`src/rtl/phase_sequencer.sv`:
```
// Multicycle phase sequencer for the single-issue RV32 core: one-cycle phase
// enables on the core clock, execute/memory stall handling, sticky memory
// timeout error, retired-instruction and stall-cycle counters.
module phase_sequencer #(
  parameter int unsigned MEM_TIMEOUT = 255,
  parameter int unsigned TO_W        = 8
) (
  input  logic        CLK,
  input  logic        RST,
  input  logic        run,
  input  logic        rwmem,
  input  logic        exaluEnable,
  input  logic        memWait,
  input  logic        exBusy,
  output logic        EN_FT,
  output logic        EN_DC,
  output logic        EN_EX,
  output logic        EN_MA,
  output logic        EN_WB,
  output logic [3:0]  phase,
  output logic        busErr,
  output logic [31:0] instCount,
  output logic [31:0] stallCount
);

  localparam int unsigned PH_W = 4;
  localparam logic [TO_W-1:0] TO_LAST = TO_W'(MEM_TIMEOUT - 1);

  typedef enum logic [PH_W-1:0] {
    S_IDLE = 4'd0,
    S_FT   = 4'd1,
    S_DC   = 4'd2,
    S_EX   = 4'd3,
    S_EXW  = 4'd4,
    S_MA   = 4'd5,
    S_MAW  = 4'd6,
    S_WB   = 4'd7,
    S_ERR  = 4'd8
  } state_t;

  state_t          state;
  state_t          state_nx;
  logic [TO_W-1:0] to_cnt;
  logic            stall_cyc;

  assign stall_cyc = ((state == S_EXW) && exBusy) || ((state == S_MAW) && memWait);

  // State register
  always_ff @(posedge CLK or negedge RST) begin
    if (!RST) begin
      state <= S_IDLE;
    end else begin
      state <= state_nx;
    end
  end

  // Next-state logic
  always_comb begin
    state_nx = state;
    case (state)
      S_IDLE: if (run) state_nx = S_FT;
      S_FT:   state_nx = S_DC;
      S_DC:   state_nx = S_EX;
      S_EX: begin
        if (exaluEnable)  state_nx = S_EXW;
        else if (rwmem)   state_nx = S_MA;
        else              state_nx = S_WB;
      end
      S_EXW: begin
        if (!exBusy) state_nx = rwmem ? S_MA : S_WB;
      end
      S_MA:   state_nx = S_MAW;
      S_MAW: begin
        if (!memWait)               state_nx = S_WB;
        else if (to_cnt == TO_LAST) state_nx = S_ERR;
      end
      S_WB:   state_nx = run ? S_FT : S_IDLE;
      S_ERR:  state_nx = S_ERR;
      default: state_nx = S_IDLE;
    endcase
  end

  // Registered Moore outputs, decoded from the state being entered
  always_ff @(posedge CLK or negedge RST) begin
    if (!RST) begin
      EN_FT  <= 1'b0;
      EN_DC  <= 1'b0;
      EN_EX  <= 1'b0;
      EN_MA  <= 1'b0;
      EN_WB  <= 1'b0;
      phase  <= 4'd0;
      busErr <= 1'b0;
    end else begin
      EN_FT  <= (state_nx == S_FT);
      EN_DC  <= (state_nx == S_DC);
      EN_EX  <= (state_nx == S_EX);
      EN_MA  <= (state_nx == S_MA);
      EN_WB  <= (state_nx == S_WB);
      phase  <= state_nx;
      busErr <= busErr | (state_nx == S_ERR);
    end
  end

  // Memory-wait timeout counter, cleared on entry to the wait phase
  always_ff @(posedge CLK or negedge RST) begin
    if (!RST) begin
      to_cnt <= '0;
    end else if (state == S_MA) begin
      to_cnt <= '0;
    end else if ((state == S_MAW) && memWait) begin
      to_cnt <= to_cnt + TO_W'(1);
    end
  end

  // Retired-instruction and stall-cycle counters, wrapping
  always_ff @(posedge CLK or negedge RST) begin
    if (!RST) begin
      instCount  <= 32'd0;
      stallCount <= 32'd0;
    end else begin
      if (state == S_WB) instCount  <= instCount + 32'd1;
      if (stall_cyc)     stallCount <= stallCount + 32'd1;
    end
  end

endmodule

```
`config.mk`:
```
export PLATFORM = sky130hd
export DESIGN_NAME = phase_sequencer
export DESIGN_NICKNAME = d
export VERILOG_FILES = /design/src/rtl/phase_sequencer.sv
export SDC_FILE = /design/constraint.sdc
export NUM_CORES = 1
export LEC_CHECK = 0
export BUFFER_PORTS_ARGS = -buffer_cell sky130_fd_sc_hd__clkbuf_2
export CORE_MARGIN = 2
export CORE_UTILIZATION = 40
export CTS_CLUSTER_SIZE = 40
export DETAILED_ROUTE_END_ITERATION = 8
export GPL_TIMING_DRIVEN = 0
export HOLD_SLACK_MARGIN = 0.15
export PLACE_DENSITY = 0.62
export SYNTH_ARGS = -nofsm -noshare
export SYNTH_HDL_FRONTEND = slang
export SYNTH_SLANG_ARGS = --single-unit
```
`constraint.sdc`:
```
create_clock -name CLK -period 4.6 [get_ports CLK]
set_input_delay 1.38 -clock CLK [delete_from_list [all_inputs] [get_ports CLK]]
set_output_delay 1.38 -clock CLK [all_outputs]
set_load 0.01 [all_outputs]
```
-- Word level (Yosys, flattened, before mapping)
Index checks and enable logic that the tools add are counted.
W data, S select, Z words.
- latch bits: 0
- bits in registers: 82
- memories: 0
- bits in writable memories: 0
- output and inout bits: 74
- logic and storage cells: 44
- input bits: 7
- ROM bits: 0
- multipliers: 0
- eq/ne operators: 15
- $lt $le $gt $ge: 0
- shifts and indexed selects: 0
- multiplexer cells: 10
- bitwise operators: 1
- reduce and logical (&&, ||, !) cells: 5
- div/mod/pow operators: 0
- $add $sub $neg: 3
- operator list (cell ; count):
    $add A32 B1 Y32 const B ; 2
    $pmux W4 S9 ; 1
    $eq A4 B3 Y1 const B ; 6
    $eq A4 B2 Y1 const B ; 4
    $mux W4 ; 4
    $mux W8 ; 2
    $add A8 B1 Y8 const B ; 1
    $eq A4 B1 Y1 const B ; 2
    $eq A4 B4 Y1 const B ; 2
    $eq A8 B8 Y1 const B ; 1
    $logic_not A4 Y1 ; 1
    $mux W2 ; 2
    $logic_and A1 B1 Y1 ; 2
    $reduce_bool A2 Y1 ; 1
    $logic_or A1 B1 Y1 ; 1
    $mux W1 ; 1
    $or A1 B1 Y1 ; 1

-- Longest topological paths before layout
Gate-level depths: netlist of run 1.
- depth in word-level cells: 6
- depth in mapped cells: 7
- mapped depth without buffers: 6

-- Worst setup path after synthesis of run 1
Ideal clock, no wire load.
- kind: in2reg
- from: input exBusy
- to: register stallCount[20]
- path buffers: 1
- data arrival time: 2468 ps
- slack: 2056 ps
- stages on the path: 6
- cells stage by stage: mux2i_2 -> nor4b_4 -> and3_1 -> buf_4 -> and3_4 -> xor2_2
- cells in the longest elaborated chain, start to end: 2
- ends and longest elaborated chain (element ; RTL line ; text):
    start: declaration ; 14 ; input logic exBusy,
    $logic_and A1 B1 Y1 ; 46 ; assign stall_cyc = ((state == S_EXW) && exBusy) || ((state == S_MAW) && memWait);
    $logic_or A1 B1 Y1 ; 46 ;
    end signal: assignment ; 122 ; if (stall_cyc) stallCount <= stallCount + 32'd1;
    end: declaration ; 23 ; output logic [31:0] stallCount
Every way passes these cells.
A chain may end at the register's enable or synchronous reset.

-- Worst setup path in the final report of run 1
- from: input memWait
- to: register stallCount[27]
- cells in the longest elaborated chain, start to end: 2
- ends and longest elaborated chain (element ; RTL line ; text):
    start: declaration ; 13 ; input logic memWait,
    $logic_and A1 B1 Y1 ; 46 ;
    $logic_or A1 B1 Y1 ; 46 ;
Every way passes these cells.

==> impl_metrics.csv, run 1 <==
group,metric,value,unit
synth,ys_seq_area_frac,0.536,
layout,num-fill-cells,888,
sta,setup_violations,0,
layout,utilization,0.501,
synth,synth_cells,342,
worst_setup_path,cp_top_family,"simple AND/OR/NAND/NOR gates",
clock_network,cts_max_path_buffers,2,
sta,min_period_over_period,0.571,
sta,tns,0,ns
global_route,grt_pass1_vias,2740,
global_route,grt_max_degree,43,
worst_setup_path,end_kind,"flop",
clock_network,cts_tree,"built",
power_and_ir_drop,internal-power,0.00130,W
die,coreArea,9280,µm²
route,antenna_left,0,
placement,dp_hpwl,5.56,mm
clock_network,post_cts_buffers,0,
layout,final_cell_mix,"82 x dfrtp_1, 79 x clkbuf_2, 38 x xnor2_1",
route,via_per_inst,5.00,
power_and_ir_drop,p_per_area,412,nW/µm²
sta,fmax,380,MHz
clock_network,cts_resized,0,
global_route,overflow,0,
synth,synth_edf_count,0,
worst_setup_path,start_kind,"primary input",
clock_network,worstSkewPairLatency,0.35,ns
sta,setup_slack,1.97,ns
run_status,status,"finished clean",
layout,area_delta_synth_final,21.4,%
route,drt_wl_total,7.75,mm
layout,drive_above_1_share,0.276,
synth,synth-main-ff-cell,"dfrtp_1",
layout,antennaDiodeCount,0,
clock_network,root_buffer,"clkbuf_8",
worst_setup_path,cp_slowest_stage_delay,0.53,ns
synth,synth_cell_types,46,
power_and_ir_drop,peakVddDrop,0.279,mV
sta,skew,0.0155,ns
clock_network,cts_hold_buf,0,
placement,gp_congestion,0.881,
power_and_ir_drop,switching_share,0.320,
synth,synth_nets,353,
sta,fin_crit,2.63,ns
synth,syn_avg_cell_area,11.2,µm²
worst_setup_path,cpMaxStageDelayCell,"nor4_4",
worst_setup_path,crit_arrival,2.90,ns
hold_path,hp-start,"instCount[31]$_DFFE_PN0N_",
worst_setup_path,rr_startpoint,"phase[3]$_DFF_PN0_",
worst_setup_path,required,4.87,ns
die,start_util,0.413,
clock_network,htree_levels,3,
route,num_vias,2839,
worst_setup_path,r2r_setup_slack,2.40,ns
global_route,grt_pass1_wl,12.9,mm
layout,multiInputGateArea,1710,µm²
worst_setup_path,critical_path_buf_inv_count,1,
global_route,antenna_found_initial,0,
worst_setup_path,rr_worst_depth,6,
power_and_ir_drop,p_seq_frac,0.454,
synth,ys_seq_elements,82,
worst_setup_path,critical_path.cell_chain,"clkbuf_2, mux2i_2, nor4_4, nand4_1, nor2_1, xor2_1",
sta,hold_viol,0,
hold_path,whs_path_depth,1,
die,die-area,10400,µm²
route,dr.pass1.iters,4,
synth,async_flop_share,1.00,
layout,regArea,2050,µm²
hold_path,min_path_type,"flop to flop",
die,ios,81,
sta,tightest_slew,0.874,ns
placement,place_ws,1.59,ns
power_and_ir_drop,p_leak,2.32,nW
sta,rsz0062_at_grt,"false",
worst_setup_path,cp_max_fo,9,
layout,final_common_cell,"dfrtp_1",
run,cap_viol_max_count,0,
worst_setup_path,worstSetupPathType,"primary input to flop",
power_and_ir_drop,pwr-share-clk,0.316,
route,wl_per_cell,13.6,µm
clock_network,clkTransAtPathRegs,0.08,ns
worst_setup_path,reg2reg_to,"instCount[29]$_DFFE_PN0N_",
synth,synthesis.area,3830,µm²
sta,drv_slew,0,
power_and_ir_drop,p_sw,0.000615,W
synth,yosys_warnings,0,
hold_path,hold_end,"instCount[31]$_DFFE_PN0N_",
route,initialDrtViolationCount,89,
clock_network,cts.sinks,82,
die,chipWidth,102,µm
sta,slew_headroom,0.413,
die,rows,35,
die,dieHeight,102,µm
placement,portBuffers,80,
clock_network,cts_buffers,9,
layout,fin_nets,445,
route,drc,0,
global_route,track_usage,0.156,
power_and_ir_drop,power.share.combinational,0.230,
==> final cells by class <==
cell class / count / area share
plain buffers: 9 / 0.0102
clock buffers: 11 / 0.0325
clock inverters: 5 / 0.0183
inverters: 6 / 0.00484
multi-input cells: 245 / 0.367
flip-flops and latches: 82 / 0.441
well taps: 129 / 0.0347
repair buffers: 81 / 0.0909
==> synthesized netlist by cell type, types with 4 or more instances <==
cell,instances,area [µm²]
nor3_1,6,30.0
dfrtp_1,82,2050
nand3_1,26,130
xnor2_1,38,333
and4_1,13,114
ha_1,4,50.1
nand4_1,15,93.8
xor2_1,30,263
inv_1,6,22.5
clkbuf_1,4,15.0
and3_1,8,50.1
nor2_1,30,113
nand2_1,34,128
==> stage by stage <==
stage                     total power [W]  hold slack (ns)  cells  instance area [µm²]
final                             0.00192            0.470    568                 4650
after detailed placement          0.00133            0.459    552                 4420
after global routing              0.00204            0.486    568                 4650
after CTS                         0.00195            0.475    568                 4650
after floorplan                   0.00117            0.498    342                 3830
after global placement            0.00132            0.455    551                 4390
==> power groups by stage <==
stage | Sequential [W] | Combinational [W] | Clock, W
floorplan | 0.000901 | 0.000270 | 0
detailed placement | 0.000887 | 0.000442 | 0
global placement | 0.000883 | 0.000436 | 0
CTS | 0.000873 | 0.000445 | 0.000628
finish | 0.000871 | 0.000441 | 0.000606
global route | 0.000883 | 0.000492 | 0.000660
==> logic make-up (layout without fill, tap and decap cells) <==
| group | Yosys count | after routing | share of synthesized area |
|---|---|---|---|
| compound gates | 12 | 12 | 0.0212 |
| flops | 82 | 82 | 0.536 |
| xor+xnor | 69 | 69 | 0.160 |
| simple gates | 157 | 157 | 0.243 |
| mux | 3 | 3 | 0.00914 |
| buf+inv | 15 | 112 | 0.0183 |
| fa+ha+maj | 4 | 4 | 0.0131 |
==> worst register-to-register path: cells and delay by family (launching register included) <==
family,cells,cell delay (ns)
xor+xnor,1,0.16
buf+inv,1,0.18
flops,1,0.41
simple gates,4,1.35
==> flip-flops by register name, summed over array words and instances, names as in the netlist <==
name	cells
EN_FT	1
instCount	32
EN_DC	1
phase	4
busErr	1
stallCount	32
to_cnt	8
EN_WB	1
EN_MA	1
EN_EX	1
==> worst max path at each step <==
stage	from	to	slack [ns]	cells after the start
final	memWait	stallCount[27]$_DFFE_PN0P_	1.97	6
after global routing	memWait	stallCount[27]$_DFFE_PN0P_	1.86	6
after CTS	memWait	stallCount[27]$_DFFE_PN0P_	1.97	6
after detailed placement	memWait	stallCount[31]$_DFFE_PN0P_	1.59	6
after global placement	RST	stallCount[31]$_DFFE_PN0P_	1.25	1
after floorplan	exBusy	stallCount[20]$_DFFE_PN0P_	2.06	6
==> layer usage <==
layer	GRT usage	wire length, µm	vias up
li1	-	-	1367
met1	0.219	3770	1393
met2	0.239	3540	69
met3	0.0328	324	10
met4	0.0605	116	0
met5	0	0	-
No activity file was read; power rests on OpenSTA's default activity.
==> run 2: changes to the inputs <==
PLACE_DENSITY = 0.64   (was 0.62)
clock period = 2.4 ns   (was 4.6 ns; I/O delays follow)
==> run 2 against run 1 <==
Effect of this change: count of clock-buffer cells in the layout shrank 2; global-route usage grew 0.38 points; critical path depth did not move; non-clock buffer count is the same; cell area shrank 0.65%; sequential share of layout area is 0.29 points higher; power is 86% higher; sequential power is 93% higher; clock skew down 0.0036 ns; clock power increased by 73%; critical path type is now flop to flop; largest power group unchanged.
==> impl_metrics.csv, run 2 (synthesis gave the netlist of run 1 again) <==
group,metric,value,unit
clock_network,cts_hold_buf,0,
sta,hold_viol,0,
power_and_ir_drop,p_sw,0.00115,W
worst_setup_path,required,2.62,ns
clock_network,htree_levels,3,
worst_setup_path,start_kind,"flop",
power_and_ir_drop,pwr-share-clk,0.294,
die,dieHeight,102,µm
sta,tns,0,ns
power_and_ir_drop,switching_share,0.322,
sta,min_period_over_period,0.887,
sta,skew,0.0119,ns
clock_network,cts_resized,0,
route,wl_per_cell,13.7,µm
power_and_ir_drop,power.share.combinational,0.237,
layout,stdcell_area,4620,µm²
sta,fin_crit,2.13,ns
route,drt_wl_total,7.74,mm
worst_setup_path,worstSetupPathType,"flop to flop",
power_and_ir_drop,p_per_area,774,nW/µm²
layout,drive_above_1_share,0.274,
clock_network,post_cts_buffers,0,
sta,tightest_slew,0.914,ns
worst_setup_path,cp_max_fo,10,
clock_network,worstSkewPairLatency,0.34,ns
sta,setup_violations,0,
die,die-area,10400,µm²
die,start_util,0.413,
placement,portBuffers,80,
placement,dp_hpwl,5.52,mm
layout,antennaDiodeCount,0,
layout,top_regs,"instCount x32, stallCount x32, to_cnt x8",
worst_setup_path,reg2reg_to,"instCount[31]$_DFFE_PN0N_",
clock_network,root_buffer,"clkbuf_8",
worst_setup_path,worstSetupStartpoint,"phase[3]$_DFF_PN0_",
route,via_per_inst,5.00,
power_and_ir_drop,p_leak,2.31,nW
placement,gp_congestion,0.894,
global_route,overflow,0,
clock_network,clkTransAtPathRegs,0.08,ns
global_route,grt_pass1_wl,13.1,mm
hold_path,min_path_type,"primary input to asynchronous set/reset pin",
placement,dpl_cell_area,4420,µm²
layout,final_common_cell,"dfrtp_1",
global_route,antenna_found_initial,0,
worst_setup_path,rr_startpoint,"phase[3]$_DFF_PN0_",
global_route,grt_max_degree,43,
sta,rsz0062_at_grt,"false",
route,drc,0,
run_status,status,"finished clean",
route,num_vias,2835,
power_and_ir_drop,peakVddDrop,0.500,mV
die,coreArea,9280,µm²
die,ios,81,
route,initialDrtViolationCount,89,
worst_setup_path,crit_arrival,2.35,ns
worst_setup_path,r2r_setup_slack,0.27,ns
clock_network,cts_max_path_buffers,2,
power_and_ir_drop,internal-power,0.00243,W
power_and_ir_drop,p_seq_frac,0.469,
sta,slew_headroom,0.386,
layout,fin_nets,445,
global_route,grt_pass1_vias,2689,
clock_network,cts_tree,"built",
run,cap_viol_max_count,0,
die,rows,35,
worst_setup_path,end_kind,"flop",
sta,drv_slew,0,
die,chipWidth,102,µm
layout,final_cell_mix,"82 x dfrtp_1, 79 x clkbuf_2, 38 x xnor2_1",
sta,fmax,470,MHz
route,dr.pass1.iters,4,
clock_network,cts_buffers,9,
global_route,track_usage,0.160,
layout,area_delta_synth_final,20.6,%
clock_network,cts.sinks,82,
worst_setup_path,rr_worst_depth,6,
route,antenna_left,0,
[run 2: cell type report]
class,count,area (µm²)
fillers,878,4660
well taps,129,161
plain buffers,9,47.5
repair buffers,81,423
inverters,6,22.5
clock buffers,9,124
clock inverters,6,82.6
flip-flops and latches,82,2050
multi-input cells,245,1710
[run 2: how the worst max path moves through the flow]
| stage | cells after the start | end | slack, ns |
|---|---|---|---|
| 2_1_floorplan | 6 | stallCount[20]$_DFFE_PN0P_ | 0.52 |
| 6_report | 6 | instCount[31]$_DFFE_PN0N_ | 0.27 |
| 5_1_grt | 5 | to_cnt[3]$_DFFE_PN0P_ | 0.01 |
| 3_5_place_dp | 6 | stallCount[27]$_DFFE_PN0P_ | 0.04 |
| 4_1_cts | 6 | stallCount[27]$_DFFE_PN0P_ | 0.24 |
| 3_3_place_gp | 1 | stallCount[13]$_DFFE_PN0P_ | -0.28 |
[run 2: layer usage]
| layer | track usage | part of all wire | vias to the layer above | wire length (µm) |
|---|---|---|---|---|
| met2 | 0.247 | 0.48 | 65 | 3680 |
| met3 | 0.0315 | 0.040 | 9 | 307 |
| met5 | 0 | 0 | - | 0 |
| li1 | - | - | 1368 | - |
| met1 | 0.222 | 0.47 | 1393 | 3660 |
| met4 | 0.0646 | 0.012 | 0 | 94 |
[run 2: power by group through the flow]
stage	sequential [W]	combinational (W)	clock [W]
after floorplan	0.00173	0.000518	0
after global placement	0.00169	0.000835	0
after detailed placement	0.00170	0.000844	0
after CTS	0.00167	0.000851	0.00110
after global routing	0.00170	0.000962	0.00117
final	0.00168	0.000848	0.00105
[run 2: metrics by stage]
| stage | setup slack, ns | hold WS, ns | total power, W | instances | utilization |
|---|---|---|---|---|---|
| floorplan | 0.516 | 0.424 | 0.00224 | 342 | - |
| global placement | -0.284 | 0.455 | 0.00253 | 551 | 0.473 |
| detailed placement | 0.0370 | 0.460 | 0.00254 | 552 | 0.476 |
| CTS | 0.239 | 0.396 | 0.00363 | 567 | 0.498 |
| global route | 0.0129 | 0.425 | 0.00382 | 567 | 0.498 |
| finish | 0.271 | 0.381 | 0.00358 | 567 | 0.498 |
[run 2: critical path: stages, from the launching register on]
cell     delay, ns
dfrtp_1       0.41
buf_4         0.18
and4b_2       0.34
nand4_4       0.16
nor4_1        0.59
nand3_1       0.18
xnor2_1       0.16
